<file path="src/rtl/pixel_write_queue_pkg.sv">
// Shared screen geometry and colour constants for the board painter pipeline.
package pixel_write_queue_pkg;

  localparam int SCR_WIDTH_BITS  = 8;
  localparam int SCR_HEIGHT_BITS = 7;
  localparam int COLOR_SIZE      = 3;
  localparam int SCR_WIDTH       = 160;
  localparam int SCR_HEIGHT      = 120;
  localparam int QUEUE_DEPTH     = 8;

  localparam logic [COLOR_SIZE-1:0] BG_COLOR = 3'b000;

endpackage

</file>
<file path="src/rtl/pixel_write_queue_fifo.sv">
// Small synchronous FIFO holding packed {x, y, colour} pixel requests.
// A push into a full FIFO is accepted only when a pop happens on the same edge.
module pixel_fifo #(
  parameter int WIDTH = 18,
  parameter int DEPTH = 8
) (
  input  logic                     clk,
  input  logic                     rst,
  input  logic                     push,
  input  logic                     pop,
  input  logic [WIDTH-1:0]         din,
  output logic [WIDTH-1:0]         dout,
  output logic                     full,
  output logic                     empty,
  output logic [$clog2(DEPTH):0]   count
);

  localparam int AW = $clog2(DEPTH);
  localparam int CW = AW + 1;

  logic [WIDTH-1:0] mem [DEPTH];
  logic [AW-1:0]    wr_ptr;
  logic [AW-1:0]    rd_ptr;
  logic             do_push;
  logic             do_pop;

  assign full    = (count == CW'(DEPTH));
  assign empty   = (count == '0);
  assign do_pop  = pop && !empty;
  assign do_push = push && (!full || do_pop);
  assign dout    = mem[rd_ptr];

  // Storage array; no reset needed since count gates every read.
  always_ff @(posedge clk) begin
    if (do_push) mem[wr_ptr] <= din;
  end

  // Pointer and occupancy bookkeeping.
  always_ff @(posedge clk) begin
    if (rst) begin
      wr_ptr <= '0;
      rd_ptr <= '0;
      count  <= '0;
    end else begin
      if (do_push) wr_ptr <= wr_ptr + AW'(1);
      if (do_pop)  rd_ptr <= rd_ptr + AW'(1);
      count <= count + CW'(do_push) - CW'(do_pop);
    end
  end

endmodule

</file>
<file path="src/rtl/pixel_write_queue.sv">
// Turns the painter's level print_enable into one plot strobe per rising edge,
// buffering requests in a FIFO, and sweeps the screen to the background colour
// after reset or on clear_req before draining the queue.
//
//   state | meaning
//   CLEAR | sweeping cx/cy over the whole screen, one pixel per cycle
//   RUN   | popping queued pixels onto the framebuffer outputs
module pixel_write_queue
  import pixel_write_queue_pkg::*;
#(
  parameter int X_BITS     = SCR_WIDTH_BITS,
  parameter int Y_BITS     = SCR_HEIGHT_BITS,
  parameter int COLOR_BITS = COLOR_SIZE,
  parameter int SCR_W      = SCR_WIDTH,
  parameter int SCR_H      = SCR_HEIGHT,
  parameter int DEPTH      = QUEUE_DEPTH,
  parameter logic [COLOR_BITS-1:0] CLEAR_COLOR = BG_COLOR
) (
  input  logic                  Clck,
  input  logic                  Reset,
  input  logic [X_BITS-1:0]     in_x,
  input  logic [Y_BITS-1:0]     in_y,
  input  logic [COLOR_BITS-1:0] in_color,
  input  logic                  in_enable,
  input  logic                  clear_req,
  output logic [X_BITS-1:0]     out_x,
  output logic [Y_BITS-1:0]     out_y,
  output logic [COLOR_BITS-1:0] out_color,
  output logic                  out_plot,
  output logic                  clearing,
  output logic                  busy,
  output logic                  overflow
);

  localparam int W  = X_BITS + Y_BITS + COLOR_BITS;
  localparam int CW = $clog2(DEPTH) + 1;

  localparam logic [0:0] ST_CLEAR = 1'b0;
  localparam logic [0:0] ST_RUN   = 1'b1;

  localparam logic [X_BITS-1:0] X_LAST = X_BITS'(SCR_W - 1);
  localparam logic [Y_BITS-1:0] Y_LAST = Y_BITS'(SCR_H - 1);

  logic [0:0]        state;
  logic [0:0]        state_next;
  logic              en_d;
  logic [X_BITS-1:0] cx;
  logic [Y_BITS-1:0] cy;
  logic              push;
  logic              push_ok;
  logic              pop;
  logic              full;
  logic              empty;
  logic [CW-1:0]     count;
  logic [CW-1:0]     count_next;
  logic [W-1:0]      head;
  logic              sweep_last;

  assign push       = in_enable && !en_d;
  assign pop        = (state == ST_RUN) && !empty && !clear_req;
  assign push_ok    = push && (!full || pop);
  assign count_next = count + CW'(push_ok) - CW'(pop);
  assign sweep_last = (cx == X_LAST) && (cy == Y_LAST);

  pixel_fifo #(
    .WIDTH (W),
    .DEPTH (DEPTH)
  ) u_fifo (
    .clk   (Clck),
    .rst   (Reset),
    .push  (push),
    .pop   (pop),
    .din   ({in_x, in_y, in_color}),
    .dout  (head),
    .full  (full),
    .empty (empty),
    .count (count)
  );

  // Next-state selection; clear_req is only honoured from RUN.
  always_comb begin
    state_next = state;
    if (state == ST_CLEAR) begin
      if (sweep_last) state_next = ST_RUN;
    end else if (clear_req) begin
      state_next = ST_CLEAR;
    end
  end

  // State, sweep counters, edge detector, sticky overflow and output registers.
  always_ff @(posedge Clck) begin
    if (Reset) begin
      state     <= ST_CLEAR;
      en_d      <= 1'b0;
      cx        <= '0;
      cy        <= '0;
      overflow  <= 1'b0;
      out_x     <= '0;
      out_y     <= '0;
      out_color <= '0;
      out_plot  <= 1'b0;
      clearing  <= 1'b0;
      busy      <= 1'b0;
    end else begin
      en_d     <= in_enable;
      state    <= state_next;
      clearing <= (state_next == ST_CLEAR);
      busy     <= (state_next == ST_CLEAR) || (count_next != '0);
      out_plot <= 1'b0;
      if (push && full && !pop) overflow <= 1'b1;

      if (state == ST_CLEAR) begin
        out_x     <= cx;
        out_y     <= cy;
        out_color <= CLEAR_COLOR;
        out_plot  <= 1'b1;
        if (sweep_last) begin
          cx <= '0;
          cy <= '0;
        end else if (cx == X_LAST) begin
          cx <= '0;
          cy <= cy + Y_BITS'(1);
        end else begin
          cx <= cx + X_BITS'(1);
        end
      end else if (clear_req) begin
        cx <= '0;
        cy <= '0;
      end else if (pop) begin
        {out_x, out_y, out_color} <= head;
        out_plot <= 1'b1;
      end
    end
  end

endmodule

</file>
<file path="config.mk">
export PLATFORM = sky130hd
export DESIGN_NAME = pixel_write_queue
export DESIGN_NICKNAME = d
export VERILOG_FILES = /design/src/rtl/pixel_write_queue_pkg.sv /design/src/rtl/pixel_write_queue_fifo.sv /design/src/rtl/pixel_write_queue.sv
export SDC_FILE = /design/constraint.sdc
export NUM_CORES = 1
export LEC_CHECK = 0
export ABC_AREA = 0
export BUFFER_PORTS_ARGS = -buffer_cell sky130_fd_sc_hd__buf_2
export CORE_AREA = 10 10 119 175
export DETAILED_ROUTE_END_ITERATION = 16
export DIE_AREA = 0 0 129 185
export SLEW_MARGIN = 20
export SYNTH_ARGS = -nofsm -noshare
export SYNTH_HDL_FRONTEND = slang
export SYNTH_SLANG_ARGS = --single-unit
</file>
<file path="constraint.sdc">
create_clock -name Clck -period 4.2 [get_ports Clck]
set_clock_uncertainty 0.1 [all_clocks]
set_input_delay 0.63 -clock Clck [delete_from_list [all_inputs] [get_ports Clck]]
set_output_delay 0.63 -clock Clck [all_outputs]
set_load 0.03 [all_outputs]
</file>
-- After elaboration in Yosys (flattened, before gate mapping)
Memories as Yosys holds them, arrays and structs flattened. A register that Yosys moved wholly into a read port is not among the register bits.
Cells that the tools add are included.
- RAM bits: 144
- register bits after elaboration: 49
- word-level logic and storage cells: 80
- memories kept: 1
- output and inout port bits: 22
- reductions and logical operators: 24
- bitwise logic cells: 3
- eq/ne operators: 6
- muxes and demuxes: 24
- $add $sub $neg: 8
- memories (memory ; depth ; width ; rd ports ; clocked after memory_dff ; wr ports ; RTL line ; RTL):
    u_fifo.mem ; 8 ; 18 ; 1 ; 1 ; 1 ; pixel_write_queue_fifo.sv:21 ; logic [WIDTH-1:0] mem [DEPTH];
- operators by type and width (kind ; number):
    $mux 8 ; 7
    $mux 7 ; 7
    $logic_and 1x1->1 ; 9
    $add 4x1->4 ; 2
    $add 8x1->8 const B ; 1
    $eq 8x8->1 const B ; 1
    $mux 1 ; 8
    $sub 4x1->4 ; 2
    $add 7x1->7 const B ; 1
    $eq 7x7->1 const B ; 1
    $add 3x1->3 const B ; 2
    $mux 3 ; 2
    $reduce_and 2->1 ; 3
    $logic_not 1->1 ; 5
    $eq 4x4->1 const B ; 1
    $logic_not 4->1 ; 1
    $ne 2x2->1 const B ; 2
    $reduce_bool 4->1 ; 1
    $logic_or 1x1->1 ; 3
    $not 1->1 ; 3
    $reduce_bool 3->1 ; 1
    $ne 2x1->1 const B ; 1
    $reduce_or 2->1 ; 1

-- Logic depth before layout (Yosys ltp)
Gate-level depths: netlist of run 1.
- depth after elaboration: 10
- mapped depth: 15
- mapped depth without buffers: 13

-- By module
A second synthesis of run 1 with hierarchy kept.
- cells, all modules: 526
- area, all modules: 8104.0 um2
- by module, submodules not included (module ; cells an instance ; area an instance (um2) ; instances):
    pixel_fifo ; 298 ; 6187.2 ; 1
    pixel_write_queue ; 228 ; 1916.8 ; 1

-- Least setup slack after synthesis of run 1
No wires, ideal clock.
- path type: input to register
- from: in clear_req
- to: mem u_fifo.mem[4][0], enable pin
- cell stages on the path: 3
- slack: 0.213 ns
- data required time: 3.654 ns
- data arrival time: 3.441 ns
- path buffers: 0
- path through: or3b_1 > a311o_1 > nor4b_1
- word-level cells in the longest chain between the ends: 7
- RTL lines (item ; RTL line ; RTL):
    start, declared ; pixel_write_queue.sv:25 ; input logic clear_req,
    $logic_not 1->1 ; pixel_write_queue.sv:60 ; assign pop = (state == ST_RUN) && !empty && !clear_req;
    $logic_and 1x1->1 ; pixel_write_queue.sv:60 ;
    $logic_and 1x1->1 ; pixel_write_queue_fifo.sv:29 ; assign do_pop = pop && !empty;
    $logic_or 1x1->1 ; pixel_write_queue_fifo.sv:30 ; assign do_push = push && (!full || do_pop);
    $logic_and 1x1->1 ; pixel_write_queue_fifo.sv:30 ;
    $mux 1 ; pixel_write_queue_fifo.sv:35 ; if (do_push) mem[wr_ptr] <= din;
    $mux 1 (not written as such) ; pixel_write_queue_fifo.sv:35 ;
    end, declared ; pixel_write_queue_fifo.sv:21 ;
Every way passes these cells.

-- Final worst setup path of run 1
- from: reg u_fifo.count[2]
- to: reg busy
- word-level cells in the longest chain between the ends: 10
- RTL lines (item ; RTL line ; RTL):
    start, declared ; pixel_write_queue_fifo.sv:15 ; output logic [$clog2(DEPTH):0] count
    start signal, assigned ; pixel_write_queue_fifo.sv:47 ; count <= count + CW'(do_push) - CW'(do_pop);
    $logic_not 4->1 ; pixel_write_queue_fifo.sv:28 ; assign empty = (count == '0);
    $logic_not 1->1 ; pixel_write_queue.sv:60 ;
    $logic_and 1x1->1 (2 in series) ; pixel_write_queue.sv:60 ;
    $logic_or 1x1->1 ; pixel_write_queue.sv:61 ; assign push_ok = push && (!full || pop);
    $logic_and 1x1->1 ; pixel_write_queue.sv:61 ;
    $add 4x1->4 ; pixel_write_queue.sv:62 ; assign count_next = count + CW'(push_ok) - CW'(pop);
    $sub 4x1->4 * ; pixel_write_queue.sv:62 ;
    $reduce_bool 4->1 * ; pixel_write_queue.sv:108 ; busy <= (state_next == ST_CLEAR) || (count_next != '0);
    $logic_or 1x1->1 * ; pixel_write_queue.sv:108 ;
    end signal, assigned ; pixel_write_queue.sv:108 ;
    end, declared ; pixel_write_queue.sv:31 ; output logic busy,
Mark *: on every way between the ends. The rest lies on a longest branch, timed or not.
A chain may end at the register's enable or synchronous reset.

==> metrics, run 1 <==
nets=about 600; cell row count=60; critical path arrival=roughly 3.0 ns; Clk pin slew, worst setup/hold paths=around 0.070 ns; WP data required=about 4.4 ns; Comb pwr share=0.068; share of cells above drive strength 1=0.243; largest net degree at the start of global routing=45; kind of critical path=flip-flop to flip-flop; Cells after Synth=between 500 and 600; Async SR Flop Fraction=0; num ports=44; 1st-iter DRT viols=330; relative slew slack=0.341; Synth Flop Type=edfxtp_1; Max clock buf depth=2; CTS root buffer=clkbuf_16; period utilization=0.675; Hold Path Class=input port to flip-flop; Detail Placement HPWL=10300 um; clock share of power=0.405; clock sinks=around 200; syn_area_per_cell=15.4 um2; Initial Util=0.453; reg-to-reg slack, setup=roughly 1.4 ns; initial antenna violation count=1; Area Growth Syn to Fin=13.3%; global placement routability congestion=0.828; power per cell area=roughly 450 nW/um2; Die ar.=approximately 24000 um2; number of synthesized flops with an enable pin=144; largest area contributor in the netlist=edfxtp_1; H-tree depth=4; Resized cells post-CTS=0; post-synth top area share=0.539; post-synthesis sequential area ratio=0.668; RSZ-0062 raised after global routing=no; Int Power=about 3.2 mW; fin area=about 9000 um2; Final Total Pwr=around 4.1 mW; Synth Net Count=557; Switching Share=0.233; GR Overflow Total=0; sequential power share=0.527; Die W=around 130 um; number of iterations in the first detailed-routing pass=4; final setup vio count=0; number of buffers created by CTS=17; maximum fanout along the worst path=8; Area contributors post-synth=edfxtp_1, dfxtp_1, mux4_2; final worst path period need=between 2 and 3 ns; Setup TNS=0 ns; detailed-route wire length per cell=19.8 um; Max VDD drop=0.254 mV; DRT antenna net count=0; routed vias=approximately 4400; crit start category=flip-flop; Yosys reg bits=slightly below 200; TritonCTS clock tree=done; Worst setup endpoint=busy; Slew @ Worst Pin=between 0.9 and 1 ns; GRT Total Usage=0.141; DRC Markers=0; fmax=around 350 MHz; status=finished clean; reg-to-reg critical path startpoint=u_fifo.count[2]; Setup crit start=u_fifo.count[2]; Mapped Area=about 8000 um2; number of hold buffers added after CTS=0; Avg Vias per Cell=around 5.6; core area=~18000 um2; MaxCap Viol Count=0; max-slew violation count=0; Post-Route WL=15800 um; PortBufs=between 40 and 50; Placed Area=around 8500 um2; R2R cell count=11; Die Y-Extent=around 190 um; synth unique cells=54; CP Capture Type=flip-flop; NetSw=between 0.9 and 1 mW; Ys Warns=0; first-pass GRT wire length=25700 um; leakage power=between 3 and 4 nW; Fin. Hold Viols=0; Post-CTS Setup Bufs=0; Worst-Skew Late Latency=0.43 ns; reg2reg end=busy; number of global-route vias before repair=4642
## cell families (layout without fill, tap and decap cells)
kind of cell / Yosys count / count (layout) / share of synthesized area
AND/OR/NAND/NOR: 159 / 159 / 0.109
adder cells (fa/ha/maj): 14 / 14 / 0.0237
multiplexers: 55 / 55 / 0.125
AO/OA/AOI/OAI: 44 / 44 / 0.0354
XOR/XNOR: 9 / 9 / 0.00982
buffers and inverters: 44 / 104 / 0.0288
flip-flops: 196 / 196 / 0.668
other: 0 / 1 / 0
## per-layer routing
layer,GRT usage,share of wire
met2,0.239,0.52
met5,0,0
met1,0.168,0.42
met3,0.0355,0.045
met4,0.0548,0.018
## state kept, by name, summed over array words and instances, names as in the netlist, 3 cells and up, named ones only
register,count
u_fifo.wr_ptr,3
out_x,8
u_fifo.rd_ptr,3
cy,7
u_fifo.count,4
out_y,7
out_color,3
u_fifo.mem,144
cx,8
## layout make-up
class                   instances  area, um2
diodes                          1       2.50
clock buffers                  17        425
clock inverters                15        186
fillers                      1458       8620
inverters                      15       58.8
multi-input cells             281       2460
flip-flops and latches        196       5370
well taps                     217        272
repair buffers                 57        320
## stage by stage
step	hold WS, ns	utilization	worst slack (ns)	cells
6_report	0.339	0.513	1.36	799
2_1_floorplan	0.354	-	0.213	521
5_1_grt	0.363	0.513	1.10	798
3_3_place_gp	0.358	0.479	1.15	766
3_5_place_dp	0.363	0.479	1.05	766
4_1_cts	0.330	0.513	1.35	798
## worst min-delay path by stage
stage,from,to,cells after the start
2_1_floorplan,u_fifo.rd_ptr[1],flip-flop,2
3_3_place_gp,u_fifo.rd_ptr[1],flip-flop,2
3_5_place_dp,u_fifo.rd_ptr[1],flip-flop,2
4_1_cts,in_enable,en_d,3
5_1_grt,in_color[1],u_fifo.mem[6][1],1
6_report,in_enable,en_d,3
## layout by cell type (no fill, tap or decap), drive strengths merged, types with 2 or more instances in the layout
| cell | synthesis | layout |
|---|---|---|
| nand3 | 8 | 8 |
| nand2b | 3 | 3 |
| nor2 | 26 | 26 |
| a211oi | 3 | 3 |
| or3 | 16 | 16 |
| xor2 | 3 | 3 |
| ha | 12 | 12 |
| nor4b | 2 | 2 |
| a21o | 3 | 3 |
| nor3b | 20 | 20 |
| or4 | 3 | 3 |
| nor4 | 2 | 2 |
| clkinv | 2 | 7 |
| fa | 2 | 2 |
| bufinv | 0 | 2 |
| dfxtp | 52 | 52 |
| mux2i | 18 | 18 |
| a31oi | 2 | 2 |
| clkbuf | 10 | 17 |
| nand2 | 32 | 32 |
| buf | 19 | 57 |
| nand3b | 3 | 3 |
| o31ai | 3 | 3 |
| a41oi | 2 | 2 |
| inv | 13 | 21 |
| edfxtp | 144 | 144 |
| a21oi | 16 | 16 |
| o21ai | 7 | 7 |
| mux4 | 36 | 36 |
| nor2b | 5 | 5 |
| nor3 | 31 | 31 |
| xnor2 | 6 | 6 |
## power by group through the flow
stage	registers [mW]	clock network (mW)	logic, mW
6_report	2.18	1.67	0.279
3_3_place_gp	2.22	0	0.270
3_5_place_dp	2.22	0	0.282
4_1_cts	2.18	1.70	0.283
5_1_grt	2.18	1.78	0.307
2_1_floorplan	2.22	0	0.179
## worst max-delay path: stages (launching register included)
cell,delay [ns]
dfxtp_1,0.31
inv_1,0.07
ha_1,0.21
or3b_1,0.37
a311o_1,0.48
inv_1,0.11
ha_1,0.17
inv_1,0.06
fa_1,0.37
xnor2_1,0.15
nor3b_1,0.20
a31oi_1,0.10
## cell usage after synthesis (2+ instances only)
master and number:
clkbuf_1 10, fa_1 2, buf_4 2, a31oi_1 2, nand3b_1 3, nor2b_1 5, a21o_1 3, a21oi_1 16
nand3_1 8, xnor2_1 6, buf_2 9, nor3b_1 18, o21ai_0 7, nor3b_2 2, buf_1 3, clkinv_2 2
edfxtp_1 144, inv_1 13, buf_6 3, mux2i_1 18, a41oi_1 2, buf_8 2, dfxtp_1 52, or3_1 16
ha_1 12, nor2_1 26, nor3_1 31, xor2_1 3, nor4_1 2, a211oi_1 3, or4_1 3, o31ai_1 3
nand2b_1 3, mux4_2 36, nor4b_1 2, nand2_1 31
(Power assumes the default switching activity.)
==> run 2: changes to the inputs <==
==> constraint.sdc (replaced) <==
create_clock -name Clck -period 2.6 [get_ports Clck]
set_clock_uncertainty 0.1 [all_clocks]
set_input_delay 0.39 -clock Clck [delete_from_list [all_inputs] [get_ports Clck]]
set_output_delay 0.39 -clock Clck [all_outputs]
set_load 0.03 [all_outputs]
==> metrics, run 2 (synthesis results as in run 1) <==
WP data required=approximately 2.6 ns; final setup vio count=0; final worst slack=0.0356 ns; initial antenna violation count=0; cell row count=60; share of cells above drive strength 1=0.281; critical path cell sequence=inv_2, ha_4, or3b_4, a311o_2, buf_8, buf_4, nor3_2, buf_4; leakage power=about 3.1 nW; PortBufs=43; kind of critical path=flip-flop to flip-flop; Die Y-Extent=between 150 and 200 um; Initial Util=0.453; maximum fanout along the worst path=8; antenna cell count=0; post-place setup slack=-0.0338 ns; 1st-iter DRT viols=~300; first-pass GRT wire length=25600 um; Post-Route WL=~16000 um; nets=~620; Min Hold Slack=between 0.1 and 0.15 ns; most frequent cells in the layout=edfxtp_1, dfxtp_1, buf_2; hold depth=3; Fin. Hold Viols=0; DRT antenna net count=0; commonest non-fill, non-tap cell in the layout=edfxtp_1; filler cell count=around 1400; Most common cell on crit path=buf_4; Final Total Pwr=about 6.5 mW; Detail Placement HPWL=10400 um; CP Capture Type=flip-flop; critical path arrival=around 2.6 ns; DRC Markers=0; Hold Path Class=input port to flip-flop; Die W=around 130 um; number of buffers created by CTS=17; final worst path period need=between 2 and 3 ns; number of iterations in the first detailed-routing pass=4; period utilization=0.986; max reg flops=approximately 140; global placement routability congestion=about 0.79; max-slew violation count=0; Worst-Skew Late Latency=between 0.4 and 0.5 ns; number of hold buffers added after CTS=0; core area=roughly 18000 um2; largest net degree at the start of global routing=59; Slew @ Worst Pin=0.596 ns; Avg Vias per Cell=5.60; clock sinks=196; Max clock buf depth=2; status=finished clean; fmax=between 300 and 400 MHz; relative slew slack=0.603; top flop regs=u_fifo.mem: 144 flops, cx: 8 flops, out_x: 8 flops; TritonCTS clock tree=done; power per cell area=approximately 700 nW/um2; routed vias=4539; slowest stage delay, CP=just over 0.4 ns; Reg with most FFs=u_fifo.mem; CP Depth=8; CP bufs+invs=4; MaxCap Viol Count=0; non-filler cells, final=about 810; R2R cell count=8; crit start category=flip-flop; reg-to-reg slack, setup=between 0.03 and 0.04 ns; critical path's top delay family=simple AND/OR/NAND/NOR gates; Setup TNS=0 ns; Area Growth Syn to Fin=16.6%; Placed Cells incl. Taps=776; CTS root buffer=clkbuf_16; num ports=44; Die ar.=around 24000 um2; RSZ-0062 raised after global routing=yes; CP max-delay cell=a311o_2; number of global-route vias before repair=4722; GR Overflow Total=0; Clk pin slew, worst setup/hold paths=approximately 0.07 ns; Max VDD drop=just over 0.4 mV; detailed-route wire length per cell=roughly 20 um; GRT Total Usage=0.140; H-tree depth=4
## run 2: cell count changes in the layout (fill, tap and decap cells not counted), sizes merged
| cell | before | now |
|---|---|---|
| clkinv | 7 | 11 |
| clkbuf | 17 | 18 |
| clkinvlp | 0 | 1 |
| inv | 21 | 16 |
| diode | 1 | 0 |
| buf | 57 | 70 |
| bufinv | 2 | 1 |
## run 2: path summary, 6_finish.rpt
kind                  endpoint       startpoint
max          u_fifo.mem[6][14]  u_fifo.count[2]
min                       en_d        in_enable
max reg2reg  u_fifo.mem[6][14]  u_fifo.count[2]
min reg2reg           overflow         overflow
## run 2: worst min-delay path: stages
cell	delay, ns
buf_2	0.07
inv_1	0.05
nor2_1	0.09
## run 2: what timing repair did
item                       CTS  global route
pin swaps                    0             5
setup buffers                0             3
resized for setup            2            19
setup endpoints to repair    1             9
## run 2: layer usage
| metal | track usage | vias to the layer above | wire [um] |
|---|---|---|---|
| met5 | 0 | - | 0 |
| met1 | 0.159 | 2303 | 6370 |
| li1 | - | 2128 | - |
| met4 | 0.0561 | 0 | 302 |
| met3 | 0.0326 | 25 | 553 |
| met2 | 0.248 | 83 | 8680 |
## run 2: area by class of cell
| cell class | count | area [um2] | share of cell area |
|---|---|---|---|
| Inverter | 15 | 62.6 | 0.00668 |
| Sequential cell | 196 | 5370 | 0.574 |
| Clock buffer | 18 | 429 | 0.0458 |
| Multi-Input combinational cell | 281 | 2560 | 0.273 |
| Timing Repair Buffer | 70 | 542 | 0.0579 |
| Clock inverter | 14 | 129 | 0.0138 |
| Tap cell | 217 | 272 | 0.0290 |
## run 2: power by group
group          switching, mW  internal (mW)
sequential            0.0590           3.47
combinational          0.286          0.249
clock                   1.13           1.33
total                   1.48           5.05
## run 2: through the flow
stage          cell area (um2)   util
4_1_cts                   9270  0.523
3_5_place_dp              8710  0.491
5_1_grt                   9360  0.528
6_report                  9360  0.528
2_1_floorplan             8100      -
3_3_place_gp              8710  0.491
==> run 3: changes to the inputs <==
--- a/config.mk
+++ b/config.mk
@@ -10,6 +10,7 @@
 export CORE_AREA = 10 10 119 175
 export DETAILED_ROUTE_END_ITERATION = 16
 export DIE_AREA = 0 0 129 185
+export MAX_ROUTING_LAYER = met4
 export SLEW_MARGIN = 20
 export SYNTH_ARGS = -nofsm -noshare
 export SYNTH_HDL_FRONTEND = slang
==> metrics, run 3 (synthesis results as in run 1) <==
status=finished clean; initial antenna violation count=0; MaxCap Viol Count=0; number of global-route vias before repair=4731; Avg Vias per Cell=5.58; CTS root buffer=clkbuf_16; TritonCTS clock tree=done; maximum fanout along the worst path=8; WP data required=2.62 ns; crit start category=flip-flop; number of iterations in the first detailed-routing pass=4; share of cells above drive strength 1=0.281; fmax=slightly below 400 MHz; Slew @ Worst Pin=just under 0.6 ns; DRT antenna net count=0; power per cell area=between 600 and 700 nW/um2; GRT Total Usage=0.144; number of hold buffers added after CTS=0; Max VDD drop=0.406 mV; global placement routability congestion=0.801; antenna cell count=0; H-tree depth=4; Clk pin slew, worst setup/hold paths=about 0.070 ns; final setup vio count=0; max reg flops=roughly 140; final worst path period need=around 2.6 ns; detailed-route wire length per cell=roughly 20 um; Fin. Hold Viols=0; first-pass GRT wire length=between 20000 and 30000 um; DRC Markers=0; most frequent cells in the layout=edfxtp_1, dfxtp_1, buf_2; 1st-iter DRT viols=between 300 and 400; Min Hold Slack=between 0.1 and 0.15 ns; number of buffers created by CTS=17; Worst-Skew Late Latency=0.42 ns; Hold Path Class=input port to flip-flop; critical path arrival=2.58 ns; period utilization=0.987; RSZ-0062 raised after global routing=yes; Placed Area=~8700 um2; filler cell count=between 1000 and 1500; commonest non-fill, non-tap cell in the layout=edfxtp_1; final design utilization=0.528; Area Growth Syn to Fin=16.6%; nets=just over 600; CP Capture Type=flip-flop; relative slew slack=0.602; leakage power=just over 3 nW; Initial Util=0.453; num ports=44; Die W=129 um; register area=roughly 5400 um2; Post-Route WL=15900 um; routed vias=roughly 4500; reg-to-reg slack, setup=approximately 0.034 ns; core area=between 15000 and 20000 um2; Die Y-Extent=185 um; largest net degree at the start of global routing=59; Setup TNS=0 ns; max-slew violation count=0; kind of critical path=flip-flop to flip-flop; fin area=approximately 9400 um2; PortBufs=43; Reg with most FFs=u_fifo.mem; GR Overflow Total=0; Final Total Pwr=6.53 mW; Multi-input gate area=roughly 2600 um2; Die ar.=23900 um2; Detail Placement HPWL=between 10000 and 15000 um; top flop regs=u_fifo.mem: 144 flops, cx: 8 flops, out_x: 8 flops; clock sinks=a little under 200; cell row count=60; Max clock buf depth=2
[run 3: cell counts in the layout (fill, tap and decap cells not counted)]
No cell type changed its count.
[run 3: path summary, 6_finish.rpt]
| path | start | endpoint | cells after the start |
|---|---|---|---|
| max | u_fifo.count[2] | u_fifo.mem[6][14] | 8 |
| min | in_enable | en_d | 3 |
| max reg2reg | u_fifo.count[2] | u_fifo.mem[6][14] | 8 |
| min reg2reg | overflow | overflow | 2 |
[run 3: where the power goes]
group	switching [mW]	leakage (nW)	internal (mW)	total (mW)
sequential	0.0592	1.73	3.47	3.53
combinational	0.286	1.11	0.249	0.535
clock	1.13	0.274	1.33	2.47
[run 3: final cells by class]
type                            count  area share
Sequential cell                   196       0.574
Clock inverter                     14      0.0138
Clock buffer                       18      0.0458
Timing Repair Buffer               70      0.0579
Multi-Input combinational cell    281       0.273
Inverter                           15     0.00668
Tap cell                          217      0.0290
[run 3: worst max-delay path: stages (launching register included)]
cell     delay, ns
dfxtp_2       0.33
inv_2         0.05
ha_4          0.15
or3b_4        0.40
a311o_2       0.41
buf_8         0.14
buf_4         0.15
nor3_2        0.27
buf_4         0.26
[run 3: layer usage]
layer | track usage | part of all wire
met1 | 0.161 | 0.41
met2 | 0.248 | 0.54
met3 | 0.0303 | 0.031
met4 | 0.0561 | 0.018
met5 | - | 0
[run 3: stage by stage]
stage | setup WS (ns) | cells
2_1_floorplan | -0.184 | 521
3_3_place_gp | 0.0295 | 776
3_5_place_dp | -0.0338 | 776
4_1_cts | 0.00322 | 808
5_1_grt | -0.0358 | 811
6_report | 0.0344 | 811
[run 3: what timing repair did]
action	CTS	global route
endpoints found under the setup margin	1	9
pin swaps	0	5
resized for setup	2	19
buffers inserted	0	3
